`src/rtl/dds_voice_ctrl.sv`:
```
// dds_voice_ctrl
// Register front end for a two-voice DDS. Host writes land in shadow
// registers. A commit arms a transfer that copies every shadow field into
// the active registers in one cycle, at the next sample boundary, so the
// voices never see a half-updated tuning word. The block also produces the
// sample-rate tick, the per-voice advance enables and the SPI load pulse.
// A sample that finds the serializer busy raises a sticky overrun flag.
//
// Ports
//   clk          system clock, rising-edge active
//   rst_n        asynchronous active-low reset
//   wr_stb       register write strobe (one write per high cycle)
//   wr_addr[2:0] register address
//   wr_data[7:0] register write data
//   spi_busy     serializer is shifting
//   tune0/tune1  active tuning words
//   sel0/sel1    active waveform selects
//   ce0/ce1      one-cycle voice advance enables
//   sample_tick  one-cycle pulse per sample period
//   spi_load     one-cycle serializer load pulse
//   pending      a commit is armed
//   overrun      sticky: a sample was dropped because the serializer was busy
module dds_voice_ctrl #(
  parameter int DIV = 4,
  parameter int TW  = 16
) (
  input  logic          clk,
  input  logic          rst_n,
  input  logic          wr_stb,
  input  logic [2:0]    wr_addr,
  input  logic [7:0]    wr_data,
  input  logic          spi_busy,
  output logic [TW-1:0] tune0,
  output logic [TW-1:0] tune1,
  output logic [2:0]    sel0,
  output logic [2:0]    sel1,
  output logic          ce0,
  output logic          ce1,
  output logic          sample_tick,
  output logic          spi_load,
  output logic          pending,
  output logic          overrun
);

  localparam int CW = (DIV > 2) ? $clog2(DIV) : 1;
  localparam logic [CW-1:0] CNT_MAX = CW'(DIV - 1);

  typedef enum logic {IDLE, ARMED} state_t;

  logic [CW-1:0] cnt;
  state_t        state_q, state_d;

  logic [TW-1:0] sh_tune0, sh_tune1;
  logic [2:0]    sh_sel0, sh_sel1;
  logic          sh_en0, sh_en1;
  logic          en0, en1;

  logic          load_p1;
  logic          commit_wr, clear_wr, copy_en, ovr_set;

  assign commit_wr = wr_stb && (wr_addr == 3'd6);
  assign clear_wr  = wr_stb && (wr_addr == 3'd7);
  assign sample_tick = (cnt == CNT_MAX);
  // The copy fires on the edge that closes the tick cycle, so the tick
  // itself still advances the voices with the pre-copy enables.
  assign copy_en   = (state_q == ARMED) && sample_tick;
  assign ovr_set   = sample_tick && spi_busy;

  assign ce0      = en0 && sample_tick;
  assign ce1      = en1 && sample_tick;
  assign pending  = (state_q == ARMED);
  assign spi_load = load_p1;

  // Sample-period counter
  always_ff @(posedge clk or negedge rst_n) begin
    if (!rst_n) begin
      cnt <= '0;
    end else if (cnt == CNT_MAX) begin
      cnt <= '0;
    end else begin
      cnt <= cnt + 1'b1;
    end
  end

  // Shadow register file
  always_ff @(posedge clk or negedge rst_n) begin
    if (!rst_n) begin
      sh_tune0 <= '0;
      sh_tune1 <= '0;
      sh_sel0  <= '0;
      sh_sel1  <= '0;
      sh_en0   <= 1'b0;
      sh_en1   <= 1'b0;
    end else if (wr_stb) begin
      case (wr_addr)
        3'd0: sh_tune0[TW-1:8] <= wr_data;
        3'd1: sh_tune0[7:0]    <= wr_data;
        3'd2: sh_tune1[TW-1:8] <= wr_data;
        3'd3: sh_tune1[7:0]    <= wr_data;
        3'd4: begin
          sh_en0 <= wr_data[0];
          sh_en1 <= wr_data[1];
        end
        3'd5: begin
          sh_sel0 <= wr_data[2:0];
          sh_sel1 <= wr_data[5:3];
        end
        default: ;
      endcase
    end
  end

  // Commit FSM: state register
  always_ff @(posedge clk or negedge rst_n) begin
    if (!rst_n) begin
      state_q <= IDLE;
    end else begin
      state_q <= state_d;
    end
  end

  // Commit FSM: next state. A commit landing on the copy cycle re-arms.
  always_comb begin
    state_d = state_q;
    case (state_q)
      IDLE:    if (commit_wr) state_d = ARMED;
      ARMED:   if (sample_tick && !commit_wr) state_d = IDLE;
      default: state_d = IDLE;
    endcase
  end

  // Active registers; nonblocking copy takes the pre-write shadow values
  always_ff @(posedge clk or negedge rst_n) begin
    if (!rst_n) begin
      tune0 <= '0;
      tune1 <= '0;
      sel0  <= '0;
      sel1  <= '0;
      en0   <= 1'b0;
      en1   <= 1'b0;
    end else if (copy_en) begin
      tune0 <= sh_tune0;
      tune1 <= sh_tune1;
      sel0  <= sh_sel0;
      sel1  <= sh_sel1;
      en0   <= sh_en0;
      en1   <= sh_en1;
    end
  end

  // Stage p1: serializer load and overrun, one cycle after the tick
  always_ff @(posedge clk or negedge rst_n) begin
    if (!rst_n) begin
      load_p1 <= 1'b0;
      overrun <= 1'b0;
    end else begin
      load_p1 <= sample_tick && !spi_busy;
      // Set wins over a simultaneous clear.
      overrun <= ovr_set || (overrun && !clear_wr);
    end
  end

endmodule

```
`config.mk`:
```
export PLATFORM = sky130hd
export DESIGN_NAME = dds_voice_ctrl
export DESIGN_NICKNAME = d
export VERILOG_FILES = /design/src/rtl/dds_voice_ctrl.sv
export SDC_FILE = /design/constraint.sdc
export NUM_CORES = 1
export LEC_CHECK = 0
export ABC_AREA = 1
export ABC_CLOCK_PERIOD_IN_PS = 2900
export CAP_MARGIN = 20
export CORE_MARGIN = 8
export CORE_UTILIZATION = 45
export CTS_BUF_LIST = sky130_fd_sc_hd__clkbuf_2 sky130_fd_sc_hd__clkbuf_4 sky130_fd_sc_hd__clkbuf_8
export CTS_CLUSTER_DIAMETER = 80
export DETAILED_ROUTE_END_ITERATION = 10
export DONT_BUFFER_PORTS = 1
export PLACE_DENSITY = 0.68
export RECOVER_POWER = 100
export SYNTH_ARGS = -nofsm -noshare
export SYNTH_HDL_FRONTEND = slang
export SYNTH_SLANG_ARGS = --single-unit
```
`constraint.sdc`:
```
create_clock -name clk -period 2.9 [get_ports clk]
set_input_delay 0.435 -clock clk [delete_from_list [all_inputs] [get_ports clk]]
set_output_delay 0.435 -clock clk [all_outputs]
set_load 0.005 [all_outputs]
```
==> impl_results.md, run 1 <==
- Status: completed
- Clock tree from TritonCTS: yes
- DRT Pass-1 Iters: 4
- Min Tclk post-route: 2.145 ns
- Worst Tran Pin Value: 0.9203 ns
- Tcrit/Tclk final: 0.7397
- Clk slew on worst S/H paths: about 0.08 ns
- Maxcap violations: 0
- Detailed Route WL: 7.813 mm
- Buf/Inv on CP: 1
- CTS buffer count: 9
- Worst path required time: roughly 3.2 ns
- FP Rows: 31
- # DRC: 0
- Launch point of the worst path: cnt[0]$_DFF_PN0_
- Die width: 102.7 um
- Static Leak: around 0.002 uW
- CTS resizes: 0
- Final Cell Area: roughly 0.0037 sq mm
- Htree depth: 3
- GRT Resource Usage Total: 0.1605
- Die span in y: 102.7 um
- RSZ-0062 raised after global routing: false
- Avg WL per Cell: 16.21 um
- Antenna viol nets, final: 0
- HP Class: in -> reg
- Synth warnings: 0
- Critical-path top delay cell: clkbuf_1
- Synthesized area per cell: 8.923 sq um
- Slew margin rel.: 0.3864
- VDD IR max: 0.3182 mV
- Power after layout: around 2700 uW
- CP endpoint: tune1[2]$_DFFE_PN0P_
- Setup TNS: 0 ns
- Syn Inst Count: about 380
- Cell Chain, Critical Path: ha_1 > nand2_1 > clkbuf_1 > nand2_1 > nand2_1
- Count of pins over their slew limit: 0
- Largest net degree at the start of global routing: 86
- Flops & latches, synth: 85
- Vias in the first global route: 2480
- Mapped cell area: 0.003382 sq mm
- Register area: roughly 0.0021 sq mm
- Highest clock rate: between 0.4 and 0.5 GHz
- Core area: slightly above 0.007 sq mm
- Root buf cell: clkbuf_8
- Sink Count: between 80 and 90
- First-pass GRT wire length: around 13 mm
- Worst skew pair latency: 0.36 ns
- Final Hold Viols: 0
- HPWL after DPL: between 5 and 6 mm
- Vias per cell: 5.137
- Biggest cell delay along the critical path: roughly 0.75 ns
- GRT overflow: 0
- Synthesized Nets: 395
- R2r endpoint: tune1[2]$_DFFE_PN0P_
- Post-synthesis sequential area ratio: 0.6289
- R2R Setup Slk: roughly 0.75 ns
- Die area: 0.01055 sq mm
- Starting density of the core: 0.4663
- DRT iter0 DRCs: 138
- PwrDens: 727.1 mW/mm^2
- Initial antenna violation count: 0
- Top-Level Pins: 59
- Filler cells: 703
- Startpoint types: flip-flop
- Setup-failing EPs final: 0
- Dpl cell area: around 0.0035 sq mm
- Clk buf depth: 2
- RePlAce Congestion: 0.7894
- Layout area overhead: 8.213%
- Crit end category: flip-flop
- Kind of critical path: reg -> reg
- Hold Path Depth: 1
- Diodes inserted: 0
- Clock skew: slightly above 0.009 ns
- Multi-input logic area: 0.001140 sq mm
- CP dominant cell by count: nand2_1
- Port Buffers: 0
- Critical Path AT: 2.44 ns
- Max FO, Critical Path: 22
- Via count: about 2500
- Worst Reg-to-Reg Cells: 5
- Critical Path Stages: 5
- Synth cell types: 13
- Reg-to-reg startpoint: cnt[0]$_DFF_PN0_
- Delay-heaviest family, CP: buffers and inverters
- Layout cell share with drive strength beyond 1: 0.06527
- Nets: 394
-- flip-flops by register name, summed over array words and instances (netlist names) --
register	cells
sh_tune1	16
en1	1
spi_load	1
sh_en1	1
pending	1
sh_sel0	3
tune0	16
cnt	2
sh_tune0	16
overrun	1
sel1	3
tune1	16
sh_en0	1
sh_sel1	3
en0	1
sel0	3
-- metrics by stage --
step           std cells  setup WS, ns    util  hold slack (ns)
2_1_floorplan        379         1.471       -           0.1394
3_3_place_gp         464         1.253  0.4780           0.1430
3_5_place_dp         464         1.231  0.4780           0.1422
4_1_cts              482        0.8600  0.5082           0.1229
5_1_grt              482        0.4515  0.5046           0.1269
6_report             482        0.7548  0.5046           0.1431
-- report_power, final --
group / switching (uW) / internal [uW] / total [uW]
registers: 184 / 1430 / 1620
clock network: 404 / 363 / 767
logic: 171 / 105 / 276
-- cell families (layout without fill, tap and decap cells) --
| group | after synthesis | in the layout | share of synthesized area |
|---|---|---|---|
| buffers and inverters | 26 | 30 | 0.03182 |
| AND/OR/NAND/NOR | 266 | 266 | 0.3341 |
| AO/OA/AOI/OAI | 1 | 1 | 0.001478 |
| flip-flops | 85 | 85 | 0.6289 |
| adder cells (fa/ha/maj) | 1 | 1 | 0.003699 |
-- how the worst min path moves through the flow --
| stage | startpoint | slack (ns) | end |
|---|---|---|---|
| CTS | spi_busy | 0.12 | spi_load$_DFF_PN0_ |
| detailed placement | rst_n | 0.14 | sh_sel0[2]$_DFFE_PN0P_ |
| global route | spi_busy | 0.13 | spi_load$_DFF_PN0_ |
| global placement | rst_n | 0.14 | sh_sel0[2]$_DFFE_PN0P_ |
| floorplan | rst_n | 0.14 | cnt[0]$_DFF_PN0_ |
| finish | spi_busy | 0.14 | spi_load$_DFF_PN0_ |
-- worst register-to-register path: cells and delay by family, from the launching register on --
family                     cells  cell delay (ns)
and+or+nand+nor                3             0.71
buffers and inverters          1             0.75
DFF                            1             0.39
adders and majority gates      1             0.25
-- cell usage after synthesis --
library cell | n | area [sq um]
dfrtp_1 | 85 | 2127
o21ai_0 | 1 | 5.000
clkbuf_1 | 9 | 33.78
nand2_1 | 188 | 705.7
nor2_4 | 3 | 33.78
inv_2 | 2 | 7.510
nand2_2 | 4 | 25.02
nand3_1 | 66 | 330.3
nor2_8 | 1 | 20.02
inv_1 | 7 | 26.28
buf_2 | 8 | 40.04
nor2_1 | 4 | 15.01
ha_1 | 1 | 12.51
-- timing repair --
| item | 4_1_cts | 5_1_grt |
|---|---|---|
| hold buffers | 2 | 0 |
| buffers inserted | 0 | 0 |
| endpoints found under the hold margin | 85 | 0 |
-- cells in the final DEF, fill, tap and decap left out, drive strengths merged --
cell	n
clkbuf	14
dlygate4sd3	1
dfrtp	85
nor2	8
clkinvlp	1
nand3	66
buf	2
clkinv	3
ha	1
inv	9
nand2	192
o21ai	1
-- area by class of cell --
type | instances | share of cell area
sequential | 85 | 0.5812
multi-input combinational | 268 | 0.3115
clock buffer | 12 | 0.04342
tap | 99 | 0.03385
timing repair buffer | 5 | 0.01470
inverter | 9 | 0.009231
clock inverter | 4 | 0.006154
-- layer usage --
layer | routed length (um) | up-vias | track usage
li1 | - | 1199 | -
met1 | 3475 | 1205 | 0.1996
met2 | 3513 | 62 | 0.2408
met3 | 720 | 10 | 0.06482
met4 | 104 | 0 | 0.06998
met5 | 0 | - | 0
Note: power is estimated with default switching activity, not from simulation.
==> run 2, diff against run 1 <==
--- a/config.mk
+++ b/config.mk
@@ -6,7 +6,7 @@
 export NUM_CORES = 1
 export LEC_CHECK = 0
 export ABC_AREA = 1
-export ABC_CLOCK_PERIOD_IN_PS = 2900
+export ABC_CLOCK_PERIOD_IN_PS = 1900
 export CAP_MARGIN = 20
 export CORE_MARGIN = 8
 export CORE_UTILIZATION = 45
@@ -14,7 +14,7 @@
 export CTS_CLUSTER_DIAMETER = 80
 export DETAILED_ROUTE_END_ITERATION = 10
 export DONT_BUFFER_PORTS = 1
-export PLACE_DENSITY = 0.68
+export PLACE_DENSITY = 0.7
 export RECOVER_POWER = 100
 export SYNTH_ARGS = -nofsm -noshare
 export SYNTH_HDL_FRONTEND = slang
==> constraint.sdc (replaced) <==
create_clock -name clk -period 1.9 [get_ports clk]
set_input_delay 0.285 -clock clk [delete_from_list [all_inputs] [get_ports clk]]
set_output_delay 0.285 -clock clk [all_outputs]
set_load 0.005 [all_outputs]
==> impl_results.md, run 2 (synthesized netlist as in run 1, its figures left out) <==
- Status: complete, but fails checks
- Failing checks: negative hold slack
- Clk buf depth: 2
- Largest net degree at the start of global routing: 86
- Setup TNS: 0 ns
- Top-Level Pins: 59
- Final Cell Area: between 0.003 and 0.004 sq mm
- Starting density of the core: 0.4663
- HP Class: in -> async
- Avg WL per Cell: roughly 16 um
- Layout area overhead: 8.731%
- Sink Count: between 80 and 90
- Root buf cell: clkbuf_8
- R2R Setup Slk: 0.36 ns
- Die width: 102.7 um
- Detailed Route WL: 7.728 mm
- Biggest cell delay along the critical path: 0.35 ns
- Setup-failing EPs final: 0
- Reg-to-reg startpoint: cnt[0]$_DFF_PN0_
- Dpl cells: 467
- Kind of critical path: reg -> out
- Worst skew pair latency: between 0.3 and 0.4 ns
- GRT overflow: 0
- Worst Reg-to-Reg Cells: 5
- Maxcap violations: 0
- Vias in the first global route: ~2400
- Die area: approximately 0.011 sq mm
- CP endpoint: ce0
- Via count: 2425
- Static Leak: 0.001998 uW
- Clock tree from TritonCTS: yes
- Min Tclk post-route: 1.629 ns
- VDD IR max: a little under 0.4 mV
- Dpl cell area: 0.003477 sq mm
- Startpoint types: flip-flop
- R2r endpoint: tune1[4]$_DFFE_PN0P_
- Initial antenna violation count: 0
- Worst Hold Margin: -0.3724 ns
- HPWL after DPL: 5.186 mm
- Highest clock rate: between 0.6 and 0.7 GHz
- Commonest non-fill, non-tap cell in the layout: nand2_1
- Clk slew on worst S/H paths: 0.08 ns
- Fin cells: around 480
- RePlAce Congestion: 0.7942
- CTS buffer count: 9
- Setup WS post-layout: between 0.2 and 0.3 ns
- Commonest cells after routing, fill and taps aside: 191 x nand2_1, 85 x dfrtp_1, 66 x nand3_1, 10 x clkbuf_8, 8 x inv_1
- Layout cell share with drive strength beyond 1: 0.07292
- Count of pins over their slew limit: 0
- Tcrit/Tclk final: 0.8575
- Crit end category: output port
- Diodes inserted: 0
- Antenna viol nets, final: 0
- Cell Chain, Critical Path: ha_1 > buf_4 > nand2_1 > inv_1
- Final Hold Viols: 85
- RSZ-0062 raised after global routing: false
- PwrDens: 1162 mW/mm^2
- Worst Tran Pin Value: 1.057 ns
- CTS resizes: 0
- Slew margin rel.: 0.2947
- Port Buffers: 0
- Clock skew: 0.005278 ns
- Nets: just under 400
- GRT Resource Usage Total: 0.1536
- Place WS: ~0.63 ns
- Worst path required time: 1.62 ns
- First-pass GRT wire length: about 12 mm
- Launch point of the worst path: cnt[0]$_DFF_PN0_
- Critical-path top delay cell: dfrtp_1
- Vias per cell: approximately 5
- Setup bufs post-CTS: 0
- Max FO, Critical Path: 21
- Core area: 0.007253 sq mm
- FP Rows: 31
- Htree depth: 3
- DRT Pass-1 Iters: 4
- # DRC: 0
- Critical Path AT: 1.34 ns
- Die span in y: 102.7 um
- DRT iter0 DRCs: between 100 and 150
run 2: cell types whose count changed in the layout (fill, tap and decap cells not counted), sizes merged:
cell         previous run  this run
clkinv                  3         1
clkbuf                 14        16
clkinvlp                1         0
dlygate4sd3             1         0
bufinv                  0         2
buf                     2         3
run 2: layer usage:
metal  share of wire  GRT usage
met1            0.41     0.1793
met3            0.10    0.05132
met2            0.47     0.2463
met5               0          0
met4           0.016    0.08014
run 2: worst min-delay path by stage:
stage          slack (ns)  depth (start not counted)                    to
2_1_floorplan       -0.01                          0      cnt[0]$_DFF_PN0_
6_report            -0.37                          0       en1$_DFFE_PN0P_
3_5_place_dp       -0.007                          0  tune0[5]$_DFFE_PN0P_
4_1_cts             -0.39                          0  tune1[5]$_DFFE_PN0P_
3_3_place_gp       -0.007                          0  tune0[4]$_DFFE_PN0P_
5_1_grt             -0.39                          0  tune0[0]$_DFFE_PN0P_
run 2: stage by stage:
step                      utilization  total power (uW)
after floorplan                     -              2743
after global placement         0.4794              2866
after detailed placement       0.4794              2900
after CTS                      0.5110              4326
after global routing           0.5070              4494
final                          0.5070              4271
run 2: critical path: cells and delay by family, from the launching register on:
family        cells  cell delay (ns)
fa+ha+maj         1             0.19
buf+inv           2             0.35
flops             1             0.35
simple gates      1             0.11
run 2: layout make-up:
class / instances / area, sq um
multi-input combinational: 268 / 1126
clock buffer: 13 / 160.2
sequential: 85 / 2127
fill: 705 / 3576
clock inverter: 3 / 68.82
inverter: 9 / 33.78
tap: 99 / 123.9
timing repair buffer: 6 / 37.54
run 2: power breakdown:
part | leakage (uW) | internal (uW) | switching, uW
registers | 0.00108 | 2190 | 271
logic | 0.000799 | 155 | 225
clock network | 0.000118 | 824 | 608
total | 0.00200 | 3170 | 1100
